## src/rtl/sva_thread_sched_if.sv

```systemverilog
// Evaluator channel: one request out, one response back per thread step.
// master = scheduler side, slave = evaluator side.
interface sva_thread_sched_if #(
    parameter int STATE_W = 8,
    parameter int SLOT_W  = 3
);
    logic               ev_req_valid;
    logic               ev_req_ready;
    logic [STATE_W-1:0] ev_req_state;
    logic [SLOT_W-1:0]  ev_req_slot;
    logic               ev_rsp_valid;
    logic [STATE_W-1:0] ev_rsp_state;
    logic               ev_rsp_active;
    logic               ev_rsp_succ;
    logic               ev_rsp_fail;

    modport master (
        output ev_req_valid, ev_req_state, ev_req_slot,
        input  ev_req_ready,
        input  ev_rsp_valid, ev_rsp_state, ev_rsp_active,
        input  ev_rsp_succ, ev_rsp_fail
    );

    modport slave (
        input  ev_req_valid, ev_req_state, ev_req_slot,
        output ev_req_ready,
        output ev_rsp_valid, ev_rsp_state, ev_rsp_active,
        output ev_rsp_succ, ev_rsp_fail
    );
endinterface

```

## src/rtl/sva_thread_sched.sv

```systemverilog
// sva_thread_sched: SVA thread table + sequencer for one shared evaluator.
// Ports: sys_clk/sys_rst_n, tick, clr, ev (evaluator channel, master),
//   busy, succ/fail pulses, succ_cnt/fail_cnt, live_cnt, overflow, tick_miss.
// Optional: SVA_SCHED_AGE_EN retires threads after MAX_AGE evaluations.
module sva_thread_sched #(
    parameter int NUM_SLOTS   = 8,
    parameter int STATE_W     = 8,
    parameter int START_STATE = 0,
    parameter int CNT_W       = 16,
    parameter int MAX_AGE     = 32,
    localparam int SLOT_W     = $clog2(NUM_SLOTS),
    localparam int IDX_W      = SLOT_W + 1
) (
    input  logic                sys_clk,
    input  logic                sys_rst_n,
    input  logic                tick,
    input  logic                clr,
    sva_thread_sched_if.master  ev,
    output logic                busy,
    output logic                succ,
    output logic                fail,
    output logic [CNT_W-1:0]    succ_cnt,
    output logic [CNT_W-1:0]    fail_cnt,
    output logic [IDX_W-1:0]    live_cnt,
    output logic                overflow,
    output logic                tick_miss
);
    typedef enum logic [2:0] {
        S_IDLE, S_SCAN, S_ISSUE, S_WAIT,
        S_SPAWN, S_SP_ISSUE, S_SP_WAIT
    } state_e;

    state_e               st_q, st_d;
    logic [NUM_SLOTS-1:0] valid_q, valid_d;
    logic [NUM_SLOTS-1:0] snap_q, snap_d;
    logic [STATE_W-1:0]   tst_q [NUM_SLOTS];
    logic [STATE_W-1:0]   tst_d [NUM_SLOTS];
    logic [IDX_W-1:0]     idx_q, idx_d;
    logic [SLOT_W-1:0]    slot_q, slot_d;
    logic [CNT_W-1:0]     scnt_q, scnt_d, fcnt_q, fcnt_d;
    logic [IDX_W-1:0]     live_q, live_d;
    logic                 succ_q, succ_d, fail_q, fail_d;
    logic                 ovf_q, ovf_d, miss_q, miss_d;

    logic [SLOT_W-1:0] idx_lo, free_idx;
    logic              free_found, aged, retire;
    logic              alloc, freed, wb, spawn_wb;

    assign idx_lo = idx_q[SLOT_W-1:0];
    // A thread ends on any verdict even if the evaluator says active.
    assign retire = ~ev.ev_rsp_active | ev.ev_rsp_succ | ev.ev_rsp_fail;

    always_comb begin
        free_found = 1'b0;
        free_idx   = '0;
        for (int i = NUM_SLOTS - 1; i >= 0; i--) begin
            if (!valid_q[i]) begin
                free_found = 1'b1;
                free_idx   = SLOT_W'(i);
            end
        end
    end

    always_comb begin
        st_d     = st_q;
        valid_d  = valid_q;
        snap_d   = snap_q;
        tst_d    = tst_q;
        idx_d    = idx_q;
        slot_d   = slot_q;
        ovf_d    = ovf_q;
        miss_d   = miss_q | (tick & (st_q != S_IDLE));
        alloc    = 1'b0;
        freed    = 1'b0;
        wb       = 1'b0;
        spawn_wb = 1'b0;
        succ_d   = 1'b0;
        fail_d   = 1'b0;
        unique case (st_q)
            S_IDLE: begin
                if (tick) begin
                    snap_d = valid_q;
                    idx_d  = '0;
                    st_d   = S_SCAN;
                end
            end
            S_SCAN: begin
                if (idx_q == IDX_W'(NUM_SLOTS)) begin
                    st_d = S_SPAWN;
                end else if (snap_q[idx_lo] && aged) begin
                    valid_d[idx_lo] = 1'b0;
                    freed  = 1'b1;
                    fail_d = 1'b1;
                    idx_d  = idx_q + IDX_W'(1);
                end else if (snap_q[idx_lo]) begin
                    slot_d = idx_lo;
                    st_d   = S_ISSUE;
                end else begin
                    idx_d = idx_q + IDX_W'(1);
                end
            end
            S_ISSUE: begin
                if (ev.ev_req_ready) st_d = S_WAIT;
            end
            S_WAIT: begin
                if (ev.ev_rsp_valid) begin
                    wb            = 1'b1;
                    tst_d[slot_q] = ev.ev_rsp_state;
                    succ_d = ev.ev_rsp_succ & ~ev.ev_rsp_fail;
                    fail_d = ev.ev_rsp_fail;
                    if (retire) begin
                        valid_d[slot_q] = 1'b0;
                        freed = 1'b1;
                    end
                    idx_d = {1'b0, slot_q} + IDX_W'(1);
                    st_d  = S_SCAN;
                end
            end
            S_SPAWN: begin
                if (free_found) begin
                    slot_d = free_idx;
                    st_d   = S_SP_ISSUE;
                end else begin
                    ovf_d = 1'b1;
                    st_d  = S_IDLE;
                end
            end
            S_SP_ISSUE: begin
                if (ev.ev_req_ready) st_d = S_SP_WAIT;
            end
            S_SP_WAIT: begin
                if (ev.ev_rsp_valid) begin
                    wb            = 1'b1;
                    spawn_wb      = 1'b1;
                    tst_d[slot_q] = ev.ev_rsp_state;
                    succ_d = ev.ev_rsp_succ & ~ev.ev_rsp_fail;
                    fail_d = ev.ev_rsp_fail;
                    if (!retire) begin
                        valid_d[slot_q] = 1'b1;
                        alloc = 1'b1;
                    end
                    st_d = S_IDLE;
                end
            end
            default: st_d = S_IDLE;
        endcase

        scnt_d = scnt_q;
        fcnt_d = fcnt_q;
        if (succ_d && scnt_q != '1) scnt_d = scnt_q + CNT_W'(1);
        if (fail_d && fcnt_q != '1) fcnt_d = fcnt_q + CNT_W'(1);
        live_d = live_q + IDX_W'(alloc) - IDX_W'(freed);

        if (clr) begin
            st_d    = S_IDLE;
            valid_d = '0;
            snap_d  = '0;
            tst_d   = '{default: '0};
            idx_d   = '0;
            slot_d  = '0;
            ovf_d   = 1'b0;
            miss_d  = 1'b0;
            succ_d  = 1'b0;
            fail_d  = 1'b0;
            scnt_d  = '0;
            fcnt_d  = '0;
            live_d  = '0;
        end
    end

    always_ff @(posedge sys_clk or negedge sys_rst_n) begin
        if (!sys_rst_n) begin
            st_q    <= S_IDLE;
            valid_q <= '0;
            snap_q  <= '0;
            for (int i = 0; i < NUM_SLOTS; i++) tst_q[i] <= '0;
            idx_q   <= '0;
            slot_q  <= '0;
            scnt_q  <= '0;
            fcnt_q  <= '0;
            live_q  <= '0;
            succ_q  <= 1'b0;
            fail_q  <= 1'b0;
            ovf_q   <= 1'b0;
            miss_q  <= 1'b0;
        end else begin
            st_q    <= st_d;
            valid_q <= valid_d;
            snap_q  <= snap_d;
            tst_q   <= tst_d;
            idx_q   <= idx_d;
            slot_q  <= slot_d;
            scnt_q  <= scnt_d;
            fcnt_q  <= fcnt_d;
            live_q  <= live_d;
            succ_q  <= succ_d;
            fail_q  <= fail_d;
            ovf_q   <= ovf_d;
            miss_q  <= miss_d;
        end
    end

`ifdef SVA_SCHED_AGE_EN
    localparam int AGE_W = $clog2(MAX_AGE + 1);
    logic [AGE_W-1:0] age_q [NUM_SLOTS];
    logic [AGE_W-1:0] age_d [NUM_SLOTS];

    assign aged = (age_q[idx_lo] == AGE_W'(MAX_AGE));

    // The spawn write-back is the thread's first evaluation.
    always_comb begin
        age_d = age_q;
        if (wb) begin
            age_d[slot_q] = spawn_wb ? AGE_W'(1)
                                     : age_q[slot_q] + AGE_W'(1);
        end
        if (clr) age_d = '{default: '0};
    end

    always_ff @(posedge sys_clk or negedge sys_rst_n) begin
        if (!sys_rst_n) begin
            for (int i = 0; i < NUM_SLOTS; i++) age_q[i] <= '0;
        end else begin
            age_q <= age_d;
        end
    end
`else
    logic unused_age;
    assign aged       = 1'b0;
    assign unused_age = ^{MAX_AGE != 0, wb, spawn_wb};
`endif

    assign ev.ev_req_valid = (st_q == S_ISSUE) || (st_q == S_SP_ISSUE);
    assign ev.ev_req_state = (st_q == S_SP_ISSUE) ? STATE_W'(START_STATE)
                                                  : tst_q[slot_q];
    assign ev.ev_req_slot  = slot_q;
    assign busy      = (st_q != S_IDLE);
    assign succ      = succ_q;
    assign fail      = fail_q;
    assign succ_cnt  = scnt_q;
    assign fail_cnt  = fcnt_q;
    assign live_cnt  = live_q;
    assign overflow  = ovf_q;
    assign tick_miss = miss_q;
endmodule

```

## src/flat_wrapper.sv

```systemverilog
// flat-port wrapper written by rule: the top's interface ports become plain ports
module sva_thread_sched_flat 
#(
    parameter int NUM_SLOTS   = 8,
    parameter int STATE_W     = 8,
    parameter int START_STATE = 0,
    parameter int CNT_W       = 16,
    parameter int MAX_AGE     = 32,
    localparam int SLOT_W     = $clog2(NUM_SLOTS),
    localparam int IDX_W      = SLOT_W + 1
)
  (sys_clk, sys_rst_n, tick, clr, busy, succ, fail, succ_cnt, fail_cnt, live_cnt, overflow, tick_miss, ev_ev_req_valid, ev_ev_req_state, ev_ev_req_slot, ev_ev_req_ready, ev_ev_rsp_valid, ev_ev_rsp_state, ev_ev_rsp_active, ev_ev_rsp_succ, ev_ev_rsp_fail);
  sva_thread_sched_if #(.STATE_W(STATE_W), .SLOT_W(3)) ev_i ();
  input  logic sys_clk;
  input  logic sys_rst_n;
  input  logic tick;
  input  logic clr;
  output logic busy;
  output logic succ;
  output logic fail;
  output logic [CNT_W-1:0] succ_cnt;
  output logic [CNT_W-1:0] fail_cnt;
  output logic [IDX_W-1:0] live_cnt;
  output logic overflow;
  output logic tick_miss;
  output wire logic [$bits(ev_i.ev_req_valid)-1:0] ev_ev_req_valid;
  output wire logic [$bits(ev_i.ev_req_state)-1:0] ev_ev_req_state;
  output wire logic [$bits(ev_i.ev_req_slot)-1:0] ev_ev_req_slot;
  input wire logic [$bits(ev_i.ev_req_ready)-1:0] ev_ev_req_ready;
  input wire logic [$bits(ev_i.ev_rsp_valid)-1:0] ev_ev_rsp_valid;
  input wire logic [$bits(ev_i.ev_rsp_state)-1:0] ev_ev_rsp_state;
  input wire logic [$bits(ev_i.ev_rsp_active)-1:0] ev_ev_rsp_active;
  input wire logic [$bits(ev_i.ev_rsp_succ)-1:0] ev_ev_rsp_succ;
  input wire logic [$bits(ev_i.ev_rsp_fail)-1:0] ev_ev_rsp_fail;
  assign ev_ev_req_valid = ev_i.ev_req_valid;
  assign ev_ev_req_state = ev_i.ev_req_state;
  assign ev_ev_req_slot = ev_i.ev_req_slot;
  assign ev_i.ev_req_ready = ev_ev_req_ready;
  assign ev_i.ev_rsp_valid = ev_ev_rsp_valid;
  assign ev_i.ev_rsp_state = ev_ev_rsp_state;
  assign ev_i.ev_rsp_active = ev_ev_rsp_active;
  assign ev_i.ev_rsp_succ = ev_ev_rsp_succ;
  assign ev_i.ev_rsp_fail = ev_ev_rsp_fail;
  sva_thread_sched #(.NUM_SLOTS(NUM_SLOTS), .STATE_W(STATE_W), .START_STATE(START_STATE), .CNT_W(CNT_W), .MAX_AGE(MAX_AGE)) u_core (.sys_clk(sys_clk), .sys_rst_n(sys_rst_n), .tick(tick), .clr(clr), .ev(ev_i), .busy(busy), .succ(succ), .fail(fail), .succ_cnt(succ_cnt), .fail_cnt(fail_cnt), .live_cnt(live_cnt), .overflow(overflow), .tick_miss(tick_miss));
endmodule
```

## config.mk

```make
export PLATFORM = sky130hd
export DESIGN_NAME = sva_thread_sched_flat
export DESIGN_NICKNAME = d
export VERILOG_FILES = /design/src/rtl/sva_thread_sched_if.sv /design/src/rtl/sva_thread_sched.sv /design/src/flat_wrapper.sv
export SDC_FILE = /design/constraint.sdc
export NUM_CORES = 1
export LEC_CHECK = 0
export CAP_MARGIN = 30
export CORE_MARGIN = 2
export CORE_UTILIZATION = 40
export CTS_CLUSTER_DIAMETER = 200
export DETAILED_ROUTE_END_ITERATION = 8
export PLACE_DENSITY = 0.66
export SYNTH_ARGS = -nofsm -noshare
export SYNTH_HDL_FRONTEND = slang
export SYNTH_SLANG_ARGS = --single-unit
export TNS_END_PERCENT = 50
```

## constraint.sdc

```tcl
create_clock -name sys_clk -period 2.1 [get_ports sys_clk]
set_input_delay 0.315 -clock sys_clk [delete_from_list [all_inputs] [get_ports sys_clk]]
set_output_delay 0.315 -clock sys_clk [all_outputs]
set_load 0.05 [all_outputs]
```

[Word-level counts from Yosys, hierarchy flattened]
Cells that the tools add are included.
Storage, ports and cells
  bits in registers: 130
  bits in latches: 0
  memory bits (writable): 0
  memory bits (read-only): 0
  input bits: 17
  output and inout bits: 53
  logic and storage cells: 170
  memories: 0
Operators by class
  add/sub/neg operators: 6
  $mul: 0
  divide/modulo/power cells: 0
  $lt $le $gt $ge: 5
  equal/unequal tests: 22
  shift-type cells: 0
  muxes and demuxes: 81
  bitwise gates (word level): 11
  reduce and logical (&&, ||, !) cells: 25
Operators with widths (count)
  $mux W64: 3
  $mux W8: 12
  $bwmux W64: 1
  $mux W16: 4
  $mux W3: 21
  $add A16 B1 Y16 const B: 2
  $ne A16 B16 Y1 const B: 2
  $mux W1: 26
  $bmux W8 S3: 1
  $demux W8 S3: 1
  $mux W4: 6
  $ne A3 B3 Y1 const B: 8
  $pmux W3 S7: 1
  $pmux W8 S2: 1
  $reduce_bool A2 Y1: 7
  $pmux W4 S3: 1
  $reduce_and A5 Y1: 2
  $eq A3 B3 Y1 const B: 3
  $ne A3 B2 Y1 const B: 3
  $reduce_bool A3 Y1: 3
  $and A8 B8 Y8: 1
  $lt A3 B4 Y1 const B: 2
  $not A8 Y8: 1
  $or A8 B8 Y8: 1
  other kinds (27): 37

[Logic depth before layout (Yosys ltp)]
  word-level depth: 11
  depth in mapped cells: 10
  depth with buffers taken out: 9

[Least setup slack after synthesis]
OpenSTA, ideal clock, no wires.
  path kind: reg-to-output
  from: register u_core.slot_q[0] (netlist: u_core.ev.ev_req_slot[0])
  to: output ev_ev_req_state[1]
  arrival time: 2540 ps
  required time: 1785 ps
  path slack: -755 ps
  cell stages (with the launch flop): 6
  buffers on the path: 1
  cell sequence: dfrtp_1 buf_2 nand2_1 nor2_1 a22oi_1 a41oi_1
Between the ends
  word-level cells in the longest chain between the ends: 5
Ends and longest elaborated chain
  start: declaration: line sva_thread_sched.sv:39  | logic [SLOT_W-1:0] slot_q, slot_d;
  start signal: assignment: line sva_thread_sched.sv:192  | slot_q <= slot_d;
  $not A3 Y4 (not written as such): line sva_thread_sched.sv:235  | : tst_q[slot_q];
  $bmux W8 S3: line sva_thread_sched.sv:235
  $mux W8 (not written as such) (2 in a row): line sva_thread_sched.sv:235
  $mux W8: line sva_thread_sched.sv:234  | assign ev.ev_req_state = (st_q == S_SP_ISSUE) ? STATE_W'(START_STATE)
  end: declaration: line flat_wrapper.sv:27  | output wire logic [$bits(ev_i.ev_req_state)-1:0] ev_ev_req_state;
No other way between the ends. The select of a mux whose other input is x is not followed.

[Worst setup path after layout]
  from: register u_core.slot_q[2] (netlist: u_core.ev.ev_req_slot[2])
  to: output ev_ev_req_state[7]
The elaborated chain is that of the path after synthesis.

==> impl_metrics.toml <==
[die]
core_area_um2 = 16640
ios = 70
die_w_um = 134.7
num_rows = 47
die_area_um2 = 18150
die_h_um = 134.7
initial_core_util = 0.4108

[detailed_routing]
avgViaCountPerCell = 5.422
drt_iter0_drc = 479
vias = 5590
wl_um = 18280
dr.pass1.iters = 5
antenna_left = 0
routedWlPerCell_um = 17.73
drc_errors = 0

[power]
ir_drop_mv = 0.5698
power_density_nw_per_um2 = 772.5
leakagePower_nw = 3.866
total_power_mw = 7.279

[worst_setup_path]
r2r_start = "u_core.st_q[2]"
reg2reg_slack_ns = 0.07
cp_slowest_cell = "dfrtp_2"
crit_start = "u_core.ev.ev_req_slot[2]"
slowest_delay_ns = 0.50
reg2reg_depth = 7
endpoint_kind = "output port"
reg2reg_to = "u_core.live_cnt[1]"
critPathMaxFanout = 8
path_common_cell = "buf_12"
critPathRequiredTime_ns = 1.78
cp.arrival_ns = 2.01
worstSetupPathType = "reg2out"
crit_chain = "buf_12 > nor3b_4 > buf_12 > a22o_4 > a221oi_4 > a31oi_4 > buf_8"
startpoint_type = "register"

[cts]
clkLatencyLatePin_ns = 0.42
clockBufferDepth = 2
cts_tree = "done"
cts_sinks = 130
root_buffer = "clkbuf_16"
path_clk_slew_ns = 0.05
cts_buffers = 17
htreeDepth = 4

[synthesis]
synth_common_cells = "dfrtp_1, nor2_1, mux2i_1, nand2_1, a22oi_1"
syn_inst = 672
ys_ff_latch = 130
netlist_area_um2 = 6837
synthTopCellsByArea = "dfrtp_1, mux2i_1, nor2_1"
async_flop_share = 1.000
yosysTopAreaCell = "dfrtp_1"
synth_area_per_cell_um2 = 10.17
synthFlopType = "dfrtp_1"
seq_area_frac_synth = 0.4758
yosysTopAreaCellShare = 0.4758
synth_edf_count = 0
ys_warn_count = 0
synth_most_common_cell = "dfrtp_1"
synth_cell_types = 67
syn_nets = 697

[grt]
grt_pass1_wl_um = 30280
grt_max_degree = 86
grtUsageTotal = 0.2113
antenna_found_initial = 0
grt_pass1_vias = 5659
grt_overflow = 0

[cells_and_area]
syn_to_final_growth_pct = 37.81
diodes = 0
postLayoutCellArea_um2 = 9422
nets = 824
drive_gt1_frac = 0.2318

[sta]
period_needed_ns = 2.329
setup_viol = 8
finalWorstSetupSlack_ns = -0.2289
rsz0062_at_grt = "true"
clock_skew_ns = 0.007568
finalMaxSlewViolations = 0
max_freq_mhz = 429.4
hold_violations = 0
tns_ns = -1.626
worstMarginPinSlew_ns = 0.9053
fin_crit_sh = 1.109
slew_headroom = 0.3965

[min_path]
hold_end = "u_core.idx_q[0]"
holdPathStages = 3
hold_path_class = "in2reg"
hold_start = "clr"

[place]
io_buffers = 69
place_area_um2 = 8469
globalplace.congestion = 0.8208
hpwl_um = 12110

[outcome]
status = "complete, but fails checks"
violations = "negative setup slack"

[flow_run]
drv_cap = 0
==> how the worst max path moves through the flow <==
stage	end	cells after the start	slack (ns)
after global routing	ev_ev_req_state[3]	6	-0.30
after global placement	u_core.live_cnt[2]	10	-0.28
after CTS	ev_ev_req_state[7]	7	-0.25
final	ev_ev_req_state[7]	7	-0.23
after detailed placement	u_core.live_cnt[2]	10	-0.42
after floorplan	u_core.live_cnt[1]	8	-0.01
==> layer usage <==
layer	track usage	part of all wire	wire (um)
met1	0.2966	0.47	8513
met2	0.3311	0.48	8691
met3	0.04542	0.046	839
met4	0.06023	0.013	237
met5	0	0	0
==> through the flow <==
step,hold WS [ns],setup slack [ns],utilization,std cells
2_1_floorplan,0.01941,-0.009716,-,672
3_3_place_gp,0.2936,-0.2797,0.5089,986
3_5_place_dp,0.3068,-0.4201,0.5089,986
4_1_cts,0.2431,-0.2509,0.5624,1030
5_1_grt,0.2689,-0.3047,0.5661,1031
6_report,0.2566,-0.2289,0.5661,1031
==> where the power goes <==
part           internal, mW  leakage [nW]  switching (mW)  total, mW
clock network          2.01         0.293            1.10       3.10
registers              2.57          1.80          0.0873       2.66
logic                 0.658          1.77           0.862       1.52
total                  5.23          3.87            2.05       7.28
==> critical path, delay by kind of cell, from the launching register on <==
kind	cells	cell delay, ns
compound gates	3	0.60
flops	1	0.50
simple gates	1	0.04
buf+inv	3	0.45
==> flip-flops by register name, summed over array words and instances, names as in the netlist <==
name / flops
u_core.tst_q: 64
u_core.fail_cnt: 16
u_core.succ_cnt: 16
u_core.snap_q: 8
u_core.valid_q: 8
u_core.idx_q: 4
u_core.live_cnt: 4
u_core.ev.ev_req_slot: 3
u_core.st_q: 3
u_core.fail: 1
u_core.overflow: 1
u_core.succ: 1
u_core.tick_miss: 1
==> logic make-up (layout without fill, tap and decap cells) <==
| family | Yosys count | in the layout | share of synthesized area |
|---|---|---|---|
| simple gates | 259 | 259 | 0.1960 |
| flops | 130 | 130 | 0.4758 |
| compound gates | 104 | 104 | 0.1148 |
| mux | 79 | 79 | 0.1157 |
| buf+inv | 58 | 197 | 0.03568 |
| xor+xnor | 34 | 34 | 0.04630 |
| fa+ha+maj | 8 | 8 | 0.01574 |
==> final cells by class <==
| class | instances | area (um2) |
|---|---|---|
| well taps | 220 | 275.3 |
| repair buffers | 150 | 1543 |
| flip-flops and latches | 130 | 3259 |
| inverters | 16 | 62.56 |
| clock buffers | 21 | 450.4 |
| clock inverters | 10 | 158.9 |
| fillers | 1400 | 7221 |
| multi-input cells | 484 | 3672 |
==> cell usage in the layout (no fill, tap or decap), types with 4 or more instances in the layout <==
| master | count |
|---|---|
| and4_1 | 5 |
| nor2b_1 | 7 |
| mux2i_1 | 79 |
| nand3b_1 | 4 |
| o31ai_1 | 8 |
| bufinv_16 | 4 |
| xnor2_1 | 9 |
| dfrtp_2 | 5 |
| nand2_1 | 41 |
| nand2b_1 | 11 |
| inv_1 | 15 |
| buf_6 | 13 |
| xor2_1 | 24 |
| nand4_1 | 11 |
| buf_4 | 62 |
| a22oi_2 | 10 |
| a41oi_4 | 6 |
| clkdlybuf4s50_1 | 54 |
| clkbuf_16 | 17 |
| o21ai_0 | 22 |
| a22oi_1 | 18 |
| a21oi_1 | 11 |
| dfrtp_1 | 125 |
| and3_1 | 10 |
| ha_1 | 6 |
| nor3_1 | 4 |
| nand3_1 | 16 |
| nor2_1 | 113 |
| and2_1 | 4 |
| buf_12 | 18 |
==> timing repair <==
action                                  CTS  global route
buffers inserted                         12             1
gates resized for setup                  38             9
hold buffers                              1             0
endpoints found under the setup margin   10            20
pin swaps                                13             1
hold endpoints to repair                 29             0
No activity file was read; power rests on OpenSTA's default activity.
